===== src/rtl/bayer_pattern_source_if.sv =====
// Pixel-stream bundle between the Bayer pattern source and its consumer.
// The source drives the o* signals; the run controls i* come from the consumer side.
interface bayer_pattern_source_if;
    logic        iEN;
    logic [1:0]  iMODE;
    logic [11:0] iLEVEL;
    logic [11:0] oDATA;
    logic        oDVAL;
    logic [10:0] oX_Cont;
    logic [10:0] oY_Cont;
    logic        oFVAL;
    logic [15:0] oFRAME_CNT;

    modport master (
        input  iEN, iMODE, iLEVEL,
        output oDATA, oDVAL, oX_Cont, oY_Cont, oFVAL, oFRAME_CNT
    );

    modport slave (
        output iEN, iMODE, iLEVEL,
        input  oDATA, oDVAL, oX_Cont, oY_Cont, oFVAL, oFRAME_CNT
    );
endinterface


===== src/rtl/bayer_pattern_source.sv =====
// Camera-substitute Bayer raw stream: flat/ramp/checker/colour-bar frames with
// active, horizontal-blank and vertical-blank timing; all outputs registered.
module bayer_pattern_source #(
    parameter int unsigned H_ACTIVE = 1280,
    parameter int unsigned V_ACTIVE = 960,
    parameter int unsigned H_BLANK  = 64,
    parameter int unsigned V_BLANK  = 16
) (
    input  logic iCLK,
    input  logic iRST,
    bayer_pattern_source_if.master pix
);
    localparam int unsigned LINE_CYC = H_ACTIVE + H_BLANK;
    localparam int unsigned VB_CYC   = V_BLANK * LINE_CYC;
    localparam int unsigned BAR_W    = H_ACTIVE / 8;
    localparam int unsigned CW       = $clog2(VB_CYC);
    localparam int unsigned BW       = $clog2(BAR_W + 1);

    localparam logic [10:0]   X_LAST   = 11'(H_ACTIVE - 1);
    localparam logic [10:0]   Y_LAST   = 11'(V_ACTIVE - 1);
    localparam logic [CW-1:0] HB_LAST  = CW'(H_BLANK - 1);
    localparam logic [CW-1:0] VB_LAST  = CW'(VB_CYC - 1);
    localparam logic [BW-1:0] BAR_LAST = BW'(BAR_W - 1);

    typedef enum logic [1:0] {S_IDLE, S_ACTIVE, S_HBLANK, S_VBLANK} state_t;

    state_t        state_q, state_d;
    logic [10:0]   x_q, x_d, y_q, y_d;
    logic [CW-1:0] cnt_q, cnt_d;
    logic [BW-1:0] bar_cnt_q, bar_cnt_d;
    logic [2:0]    bar_idx_q, bar_idx_d;
    logic [1:0]    mode_q, mode_d;
    logic [11:0]   level_q, level_d;
    logic [15:0]   frame_cnt_q, frame_cnt_d;
    logic [11:0]   data_q, data_d;
    logic          dval_q, dval_d;
    logic          fval_q, fval_d;
    logic          r_site, b_site, g_site, bar_on;

    always_ff @(posedge iCLK or negedge iRST) begin
        if (!iRST) begin
            state_q     <= S_IDLE;
            x_q         <= '0;
            y_q         <= '0;
            cnt_q       <= '0;
            bar_cnt_q   <= '0;
            bar_idx_q   <= '0;
            mode_q      <= '0;
            level_q     <= '0;
            frame_cnt_q <= '0;
            data_q      <= '0;
            dval_q      <= 1'b0;
            fval_q      <= 1'b0;
        end else begin
            state_q     <= state_d;
            x_q         <= x_d;
            y_q         <= y_d;
            cnt_q       <= cnt_d;
            bar_cnt_q   <= bar_cnt_d;
            bar_idx_q   <= bar_idx_d;
            mode_q      <= mode_d;
            level_q     <= level_d;
            frame_cnt_q <= frame_cnt_d;
            data_q      <= data_d;
            dval_q      <= dval_d;
            fval_q      <= fval_d;
        end
    end

    always_comb begin
        state_d     = state_q;
        x_d         = x_q;
        y_d         = y_q;
        cnt_d       = cnt_q;
        bar_cnt_d   = bar_cnt_q;
        bar_idx_d   = bar_idx_q;
        mode_d      = mode_q;
        level_d     = level_q;
        frame_cnt_d = frame_cnt_q;
        case (state_q)
            S_IDLE: begin
                x_d       = '0;
                y_d       = '0;
                cnt_d     = '0;
                bar_cnt_d = '0;
                bar_idx_d = '0;
                if (pix.iEN) begin
                    state_d = S_ACTIVE;
                    mode_d  = pix.iMODE;
                    level_d = pix.iLEVEL;
                end
            end
            S_ACTIVE: begin
                if (x_q == X_LAST) begin
                    state_d = S_HBLANK;
                    cnt_d   = '0;
                end else begin
                    x_d = x_q + 11'd1;
                    // Bar index advances every BAR_W columns, avoiding a divider.
                    if (bar_cnt_q == BAR_LAST) begin
                        bar_cnt_d = '0;
                        bar_idx_d = bar_idx_q + 3'd1;
                    end else begin
                        bar_cnt_d = bar_cnt_q + BW'(1);
                    end
                end
            end
            S_HBLANK: begin
                if (cnt_q == HB_LAST) begin
                    cnt_d = '0;
                    if (y_q != Y_LAST) begin
                        state_d   = S_ACTIVE;
                        y_d       = y_q + 11'd1;
                        x_d       = '0;
                        bar_cnt_d = '0;
                        bar_idx_d = '0;
                    end else begin
                        state_d = S_VBLANK;
                    end
                end else begin
                    cnt_d = cnt_q + CW'(1);
                end
            end
            S_VBLANK: begin
                if (cnt_q == VB_LAST) begin
                    cnt_d       = '0;
                    frame_cnt_d = frame_cnt_q + 16'd1;
                    x_d         = '0;
                    y_d         = '0;
                    bar_cnt_d   = '0;
                    bar_idx_d   = '0;
                    if (pix.iEN) begin
                        state_d = S_ACTIVE;
                        mode_d  = pix.iMODE;
                        level_d = pix.iLEVEL;
                    end else begin
                        state_d = S_IDLE;
                    end
                end else begin
                    cnt_d = cnt_q + CW'(1);
                end
            end
            default: state_d = S_IDLE;
        endcase
    end

    // Output registers are loaded from next-state values so each sample
    // leaves together with its own column/row.
    always_comb begin
        r_site = ~y_d[0] &  x_d[0];
        b_site =  y_d[0] & ~x_d[0];
        g_site = ~(r_site | b_site);
        bar_on = (r_site & bar_idx_d[2]) | (g_site & bar_idx_d[1]) | (b_site & bar_idx_d[0]);
        dval_d = (state_d == S_ACTIVE);
        fval_d = dval_d | ((state_d == S_HBLANK) & (y_d != Y_LAST));
        data_d = '0;
        if (dval_d) begin
            case (mode_d)
                2'd0:    data_d = level_d;
                2'd1:    data_d = {x_d[9:0], 2'b00};
                2'd2:    data_d = (x_d[4] ^ y_d[4]) ? level_d : '0;
                default: data_d = bar_on ? '1 : '0;
            endcase
        end
    end

    assign pix.oDATA      = data_q;
    assign pix.oDVAL      = dval_q;
    assign pix.oX_Cont    = x_q;
    assign pix.oY_Cont    = y_q;
    assign pix.oFVAL      = fval_q;
    assign pix.oFRAME_CNT = frame_cnt_q;
endmodule


===== src/flat_wrapper.sv =====
// flat-port wrapper written by rule: the top's interface ports become plain ports
module bayer_pattern_source_flat 
#(
    parameter int unsigned H_ACTIVE = 1280,
    parameter int unsigned V_ACTIVE = 960,
    parameter int unsigned H_BLANK  = 64,
    parameter int unsigned V_BLANK  = 16
)
  (iCLK, iRST, pix_iEN, pix_iMODE, pix_iLEVEL, pix_oDATA, pix_oDVAL, pix_oX_Cont, pix_oY_Cont, pix_oFVAL, pix_oFRAME_CNT);
  bayer_pattern_source_if pix_i ();
  input  logic iCLK;
  input  logic iRST;
  input wire logic [$bits(pix_i.iEN)-1:0] pix_iEN;
  input wire logic [$bits(pix_i.iMODE)-1:0] pix_iMODE;
  input wire logic [$bits(pix_i.iLEVEL)-1:0] pix_iLEVEL;
  output wire logic [$bits(pix_i.oDATA)-1:0] pix_oDATA;
  output wire logic [$bits(pix_i.oDVAL)-1:0] pix_oDVAL;
  output wire logic [$bits(pix_i.oX_Cont)-1:0] pix_oX_Cont;
  output wire logic [$bits(pix_i.oY_Cont)-1:0] pix_oY_Cont;
  output wire logic [$bits(pix_i.oFVAL)-1:0] pix_oFVAL;
  output wire logic [$bits(pix_i.oFRAME_CNT)-1:0] pix_oFRAME_CNT;
  assign pix_i.iEN = pix_iEN;
  assign pix_i.iMODE = pix_iMODE;
  assign pix_i.iLEVEL = pix_iLEVEL;
  assign pix_oDATA = pix_i.oDATA;
  assign pix_oDVAL = pix_i.oDVAL;
  assign pix_oX_Cont = pix_i.oX_Cont;
  assign pix_oY_Cont = pix_i.oY_Cont;
  assign pix_oFVAL = pix_i.oFVAL;
  assign pix_oFRAME_CNT = pix_i.oFRAME_CNT;
  bayer_pattern_source #(.H_ACTIVE(H_ACTIVE), .V_ACTIVE(V_ACTIVE), .H_BLANK(H_BLANK), .V_BLANK(V_BLANK)) u_core (.iCLK(iCLK), .iRST(iRST), .pix(pix_i));
endmodule

===== config.mk =====
export PLATFORM = sky130hd
export DESIGN_NAME = bayer_pattern_source_flat
export DESIGN_NICKNAME = d
export VERILOG_FILES = /design/src/rtl/bayer_pattern_source_if.sv /design/src/rtl/bayer_pattern_source.sv /design/src/flat_wrapper.sv
export SDC_FILE = /design/constraint.sdc
export NUM_CORES = 1
export LEC_CHECK = 0
export CORE_MARGIN = 4
export CORE_UTILIZATION = 50
export DETAILED_ROUTE_END_ITERATION = 8
export PLACE_DENSITY = 0.84
export SYNTH_ARGS = -nofsm -noshare
export SYNTH_HDL_FRONTEND = slang
export SYNTH_SLANG_ARGS = --single-unit

===== constraint.sdc =====
create_clock -name iCLK -period 3.35 [get_ports iCLK]
set_input_delay 0.67 -clock iCLK [delete_from_list [all_inputs] [get_ports iCLK]]
set_output_delay 0.67 -clock iCLK [all_outputs]
set_load 0.005 [all_outputs]

### Word level (Yosys, flattened, before mapping)

Cells that the tools add are included.

* bits in registers: 94
* input bits: 17
* output and inout bits: 52
* logic and storage cells: 97

* add/sub/neg operators: 6
* equal/unequal tests: 18
* mux-type cells: 42
* bitwise operators: 14
* reductions and logical operators: 4

Operator list (count)
* $mux W11: 7
* $mux W12: 5
* $pmux W15 S4: 1
* $mux W15: 3
* $pmux W11 S4: 1
* $mux W8: 5
* $pmux W12 S3: 1
* $pmux W11 S3: 1
* $pmux W8 S4: 1
* $pmux W12 S2: 1
* $add A11 B1 Y11 const B: 2
* $ne A11 B10 Y1 const B: 2
* $add A16 B1 Y16 const B: 1
* $add A15 B1 Y15 const B: 1
* $eq A15 B15 Y1 const B: 1
* $eq A15 B6 Y1 const B: 1
* $mux W3: 5
* $mux W2: 7
* $pmux W3 S4: 1
* $eq A11 B11 Y1 const B: 1
* $add A8 B1 Y8 const B: 1
* $eq A2 B2 Y1 const B: 4
* $eq A8 B8 Y1 const B: 1
* $ne A2 B1 Y1 const B: 4
* 13 further kinds: 26

### Logic depth before layout (Yosys ltp)

* depth after elaboration: 14
* mapped depth: 16

### Worst setup path after synthesis

Ideal clock, no wire load.

* kind: register to register
* start: reg u_core.cnt_q[10]
* end: reg u_core.data_q[8], in the netlist u_core.pix.oDATA[8]
* arrival time: 3.217 ns
* data required time: 3.226 ns
* path slack: 0.008 ns
* stages on the path, launching flop included: 15
* buffers on the path: 1
* clock period less this slack: 3.342 ns
* cell sequence: dfrtp_1 > or4b_4 > o41ai_4 > nand2_1 > nand2_1 > o311ai_0 > inv_1 > ha_1 > a22oi_1 > nor2_1 > mux2i_1 > o2111ai_2 > o32ai_2 > buf_6 > nor4_2

* cells in the longest elaborated chain, start to end: 13
* elaborated cells on any way between the ends: 38

RTL lines
* start: declaration: line bayer_pattern_source.sv:29 `logic [CW-1:0] cnt_q, cnt_d;`
* start signal: assignment: line bayer_pattern_source.sv:58 `cnt_q <= cnt_d;`
* $eq A15 B15 Y1 / $eq A15 B6 Y1 (equally long branches): line bayer_pattern_source.sv:125, bayer_pattern_source.sv:109
* $mux W11 (on tied branches): line bayer_pattern_source.sv:125, bayer_pattern_source.sv:109
* $pmux W11 S3 *: line bayer_pattern_source.sv:80 `case (state_q)`
* via u_core.y_d[0]: line bayer_pattern_source.sv:28 `logic [10:0] x_q, x_d, y_q, y_d;`
* $not A1 Y1: line bayer_pattern_source.sv:150 `r_site = ~y_d[0] & x_d[0];`
* $and A1 B1 Y1: line bayer_pattern_source.sv:150
* $or A1 B1 Y1: line bayer_pattern_source.sv:152 `g_site = ~(r_site | b_site);`
* $not A1 Y1: line bayer_pattern_source.sv:152
* $and A1 B1 Y1: line bayer_pattern_source.sv:153 `bar_on = (r_site & bar_idx_d[2]) | (g_site & bar_idx_d[1]) | (b_site & bar_idx_d[0]);`
* $or A1 B1 Y1: line bayer_pattern_source.sv:153
* $or A1 B1 Y1 *: line bayer_pattern_source.sv:153
* $mux W12 *: line bayer_pattern_source.sv:162 `default: data_d = bar_on ? '1 : '0;`
* $pmux W12 S3 *: line bayer_pattern_source.sv:158 `case (mode_d)`
* $mux W12 *: line bayer_pattern_source.sv:157 `if (dval_d) begin`
* via u_core.data_d[8]: line bayer_pattern_source.sv:35 `logic [11:0] data_q, data_d;`
* end signal: assignment: line bayer_pattern_source.sv:64 `data_q <= data_d;`
* end: declaration: line bayer_pattern_source.sv:35

Mark *: on every way through the listed nets, which the timed path passes. The rest lies on a longest branch. The select of a mux whose other input is x is not followed.
A chain may end at the register's enable or synchronous reset.

### Worst setup path in the final report

* start: reg u_core.cnt_q[11]
* end: reg u_core.data_q[3], in the netlist u_core.pix.oDATA[3]

Same word-level chain as after synthesis.

==> flow_summary_export.csv <==
group,metric,value,unit
status,status,"finished clean",
drt,via_per_inst,6.06,
cells_and_area,layout-drive-gt1-share,12.5,%
pwr,leakagePower,2.68,nW
worst_setup_path,crit_path_end_kind,"register",
synth,synth.top_cell.area_share,46.8,%
drt,drtPass1Iterations,5,
die,dieHeight,108,um
cells_and_area,regArea,2350,um^2
worst_setup_path,critical-path-top-delay-family,"compound AO/OA/AOI/OAI gates",
drt,dr_total_vias,4585,
timing,hold_viol,0,
timing,setup-violations-final,0,
clock_tree,clock_latency,0.38,ns
timing,fin_ws,0.187,ns
timing,setup_tns,0,ns
drt,postRouteAntennaNets,0,
synth,ys_types,69,
placed_design,pre_cts_ws,-0.00799,ns
synth,synth-seq-cells,94,
synth,netlist_area,5020,um^2
global_routing,grt_pass1_vias,4608,
clock_tree,clkTransAtPathRegs,0.10,ns
clock_tree,cts_buffers,9,
cells_and_area,mostFrequentLayoutCells,"dfrtp_1 (94), clkdlybuf4s50_1 (67), nand2_1 (48)",
worst_setup_path,max_stage_delay,0.58,ns
global_routing,grt_start_max_net_pins,61,
pwr,switching_share,37.9,%
timing,worst_slew_pin_slew,0.845,ns
drt,drc,0,
drt,drt_iter0_markers,421,
worst_setup_path,worst_ep_required_time,3.59,ns
worst_setup_path,critPathArrivalTime,3.41,ns
cells_and_area,final_common_cell,"dfrtp_1",
timing,period_share,94.4,%
synth,syn_nets,550,
clock_tree,cts_tree,"done",
die,core_area,9770,um^2
drt,routedWlPerCell,17.5,um
pwr,pwr-share-seq,40.9,%
placed_design,gp_congestion,0.973,
die,fp-row-count,36,
hold_path,worst_hold_path_type,"primary input to async pin",
pwr,power_density,537,nW/um^2
die,chipWidth,108,um
worst_setup_path,path_class,"register to register",
worst_setup_path,cp_max_fo,5,
worst_setup_path,crit_top_cell,"nand2_1",
global_routing,grt_pass1_wl,22.2,mm
pwr,internal_power,2.10,mW
synth,yosys_warnings,0,
cells_and_area,diodes,0,
timing,fin_worst_skew,0.0178,ns
timing,max_clock_freq,316,MHz
synth,async_flop_share,100,%
worst_setup_path,crit_buf_inv,2,
die,ios,69,
timing,min_period,3.16,ns
pwr,switchingPower,1.28,mW
synth,syn_inst,521,
worst_setup_path,crit_path_cell_trace,"or4b_4 > o41ai_4 > nand2_1 > nand2_1 > o311ai_2 > buf_4 > ha_1 > a22oi_1 > nor2_1 > mux2i_1 > o2111ai_2 > o32ai_4 > buf_6 > nor3_1",
drt,wl,13.3,mm
worst_setup_path,start_kind,"register",
synth,synth.area.top_cells,"dfrtp_1 (47%), o21ai_0 (4.3%), nand2_1 (3.6%), nor2_1 (3.4%), ha_1 (3.0%)",
clock_tree,clock_sinks,94,
synth,seq_area_frac_synth,46.8,%
pwr,power_frac_comb,37.6,%
timing,maxSlewHeadroom,43.6,%
global_routing,track_usage,23.8,%
cells_and_area,fin_nets,648,
synth,synth_top_cell_by_area,"dfrtp_1",
synth,synthFlopType,"dfrtp_1",
synth,syn_avg_cell_area,9.64,um^2
pwr,clkPwrFrac,21.5,%
global_routing,grt_overflow,0,
cells_and_area,area_delta_synth_final,25.1,%
synth,synth_edf_count,0,
placed_design,hpwl,9.50,mm
flow_run,cap_violations,0,
clock_tree,clock_path_buffers,2,
timing,maxSlewViolCount,0,
global_routing,antenna_found_initial,0,
pwr,peakVddDrop,0.514,mV
clock_tree,htreeDepth,3,
pwr,design_power_total,3.38,mW
die,initial_core_util,51.4,%
placed_design,numPortBuffers,68,
cells_and_area,n_fill_cell,760,
worst_setup_path,cp_slowest_cell,"or4b_4",
cells_and_area,multi_input_area,2560,um^2
die,die-area,11700,um^2
timing,whs,0.360,ns
clock_tree,root_buffer,"clkbuf_8",
-- final cells by class --
cell class	count	area share, %
multi-input cells	392	40.8
flip-flops and latches	94	37.4
clock inverters	7	0.976
well taps	133	2.65
repair buffers	102	15.0
inverters	20	1.19
clock buffers	9	1.97
-- per-layer routing --
metal  part of all wire (%)  track usage (%)  up-vias
met4                    2.0             7.39        0
li1                       -                -     2138
met5                      0                0        -
met1                     43             31.0     2169
met3                    7.3             5.85       37
met2                     48             39.4      241
-- synthesized netlist by cell type, drive strengths merged, types with 3 or more instances --
cell and number:
a21oi 25, a22o 14, a22oi 4, a31oi 10
a32o 4, a41oi 3, and2 6, and3 13
and4 9, clkbuf 13, dfrtp 94, ha 12
inv 20, mux2i 3, nand2 48, nand2b 3
nand3 24, nand4 15, nor2 46, nor2b 6
nor3 14, nor4 8, nor4b 4, o21ai 46
o22ai 6, o31ai 6, o32ai 3, or2 4
xnor2 11, xor2 12
-- power by group through the flow --
stage               Sequential, mW  Combinational (mW)  Clock, mW
global placement              1.39                1.16          0
finish                        1.38                1.27      0.727
floorplan                     1.38               0.808          0
CTS                           1.38                1.21      0.740
global route                  1.39                1.40      0.801
detailed placement            1.40                1.20          0
-- registers in the layout (all words and copies together) (netlist names) --
| register | count |
|---|---|
| u_core.cnt_q | 15 |
| u_core.pix.oDATA | 12 |
| u_core.state_q | 2 |
| u_core.pix.oY_Cont | 11 |
| u_core.pix.oX_Cont | 11 |
| u_core.pix.oFRAME_CNT | 16 |
| u_core.pix.oFVAL | 1 |
| u_core.mode_q | 2 |
| u_core.pix.oDVAL | 1 |
| u_core.level_q | 12 |
| u_core.bar_idx_q | 3 |
| u_core.bar_cnt_q | 8 |
-- metrics by stage --
| stage | instance area (um^2) | cells | utilization [%] |
|---|---|---|---|
| finish | 6280 | 757 | 64.3 |
| global route | 6280 | 757 | 64.3 |
| CTS | 6210 | 754 | 63.6 |
| detailed placement | 6030 | 738 | 61.7 |
| global placement | 6030 | 738 | 61.7 |
| floorplan | 5020 | 521 | - |
-- worst reg2reg max path: cells and delay by family (launching register included) --
family	cells	cell delay, ns
AND/OR/NAND/NOR	5	0.93
flip-flops	1	0.46
multiplexers	1	0.16
AO/OA/AOI/OAI	5	0.93
adder cells (fa/ha/maj)	1	0.21
buffers and inverters	2	0.35
-- cells by family (layout without fill, tap and decap cells) --
group	count (synthesis)	after routing	synth area share, %
AOI/OAI and AO/OA	144	144	20.2
buffers and inverters	35	138	2.91
adders and majority gates	12	12	2.99
xor gates and xnor gates	23	23	4.01
and+or+nand+nor	209	209	22.2
DFF	94	94	46.8
muxes	4	4	0.822
-- worst paths after layout --
path | from | endpoint | slack [ns] | cells past startpoint
max | u_core.cnt_q[11] | u_core.pix.oDATA[3] | 0.19 | 14
min | iRST | u_core.pix.oFRAME_CNT[6] | 0.36 | 1
min in group iCLK | u_core.pix.oFRAME_CNT[15] | u_core.pix.oFRAME_CNT[15] | 0.47 | 1
min reg2reg | u_core.pix.oFRAME_CNT[15] | u_core.pix.oFRAME_CNT[15] | 0.47 | 1
max reg2reg | u_core.cnt_q[11] | u_core.pix.oDATA[3] | 0.19 | 14
max in group asynchronous | iRST | u_core.pix.oY_Cont[3] | 2.23 | 2
-- repair_timing --
item | 4_1_cts | 5_1_grt
hold buffers | 0 | 0
resized for setup | 1 | 10
pin swaps | 0 | 3
gates cloned | 0 | 1
buffers inserted | 0 | 2
setup endpoints to repair | 9 | 12
Power figures use the tool's default switching activity.
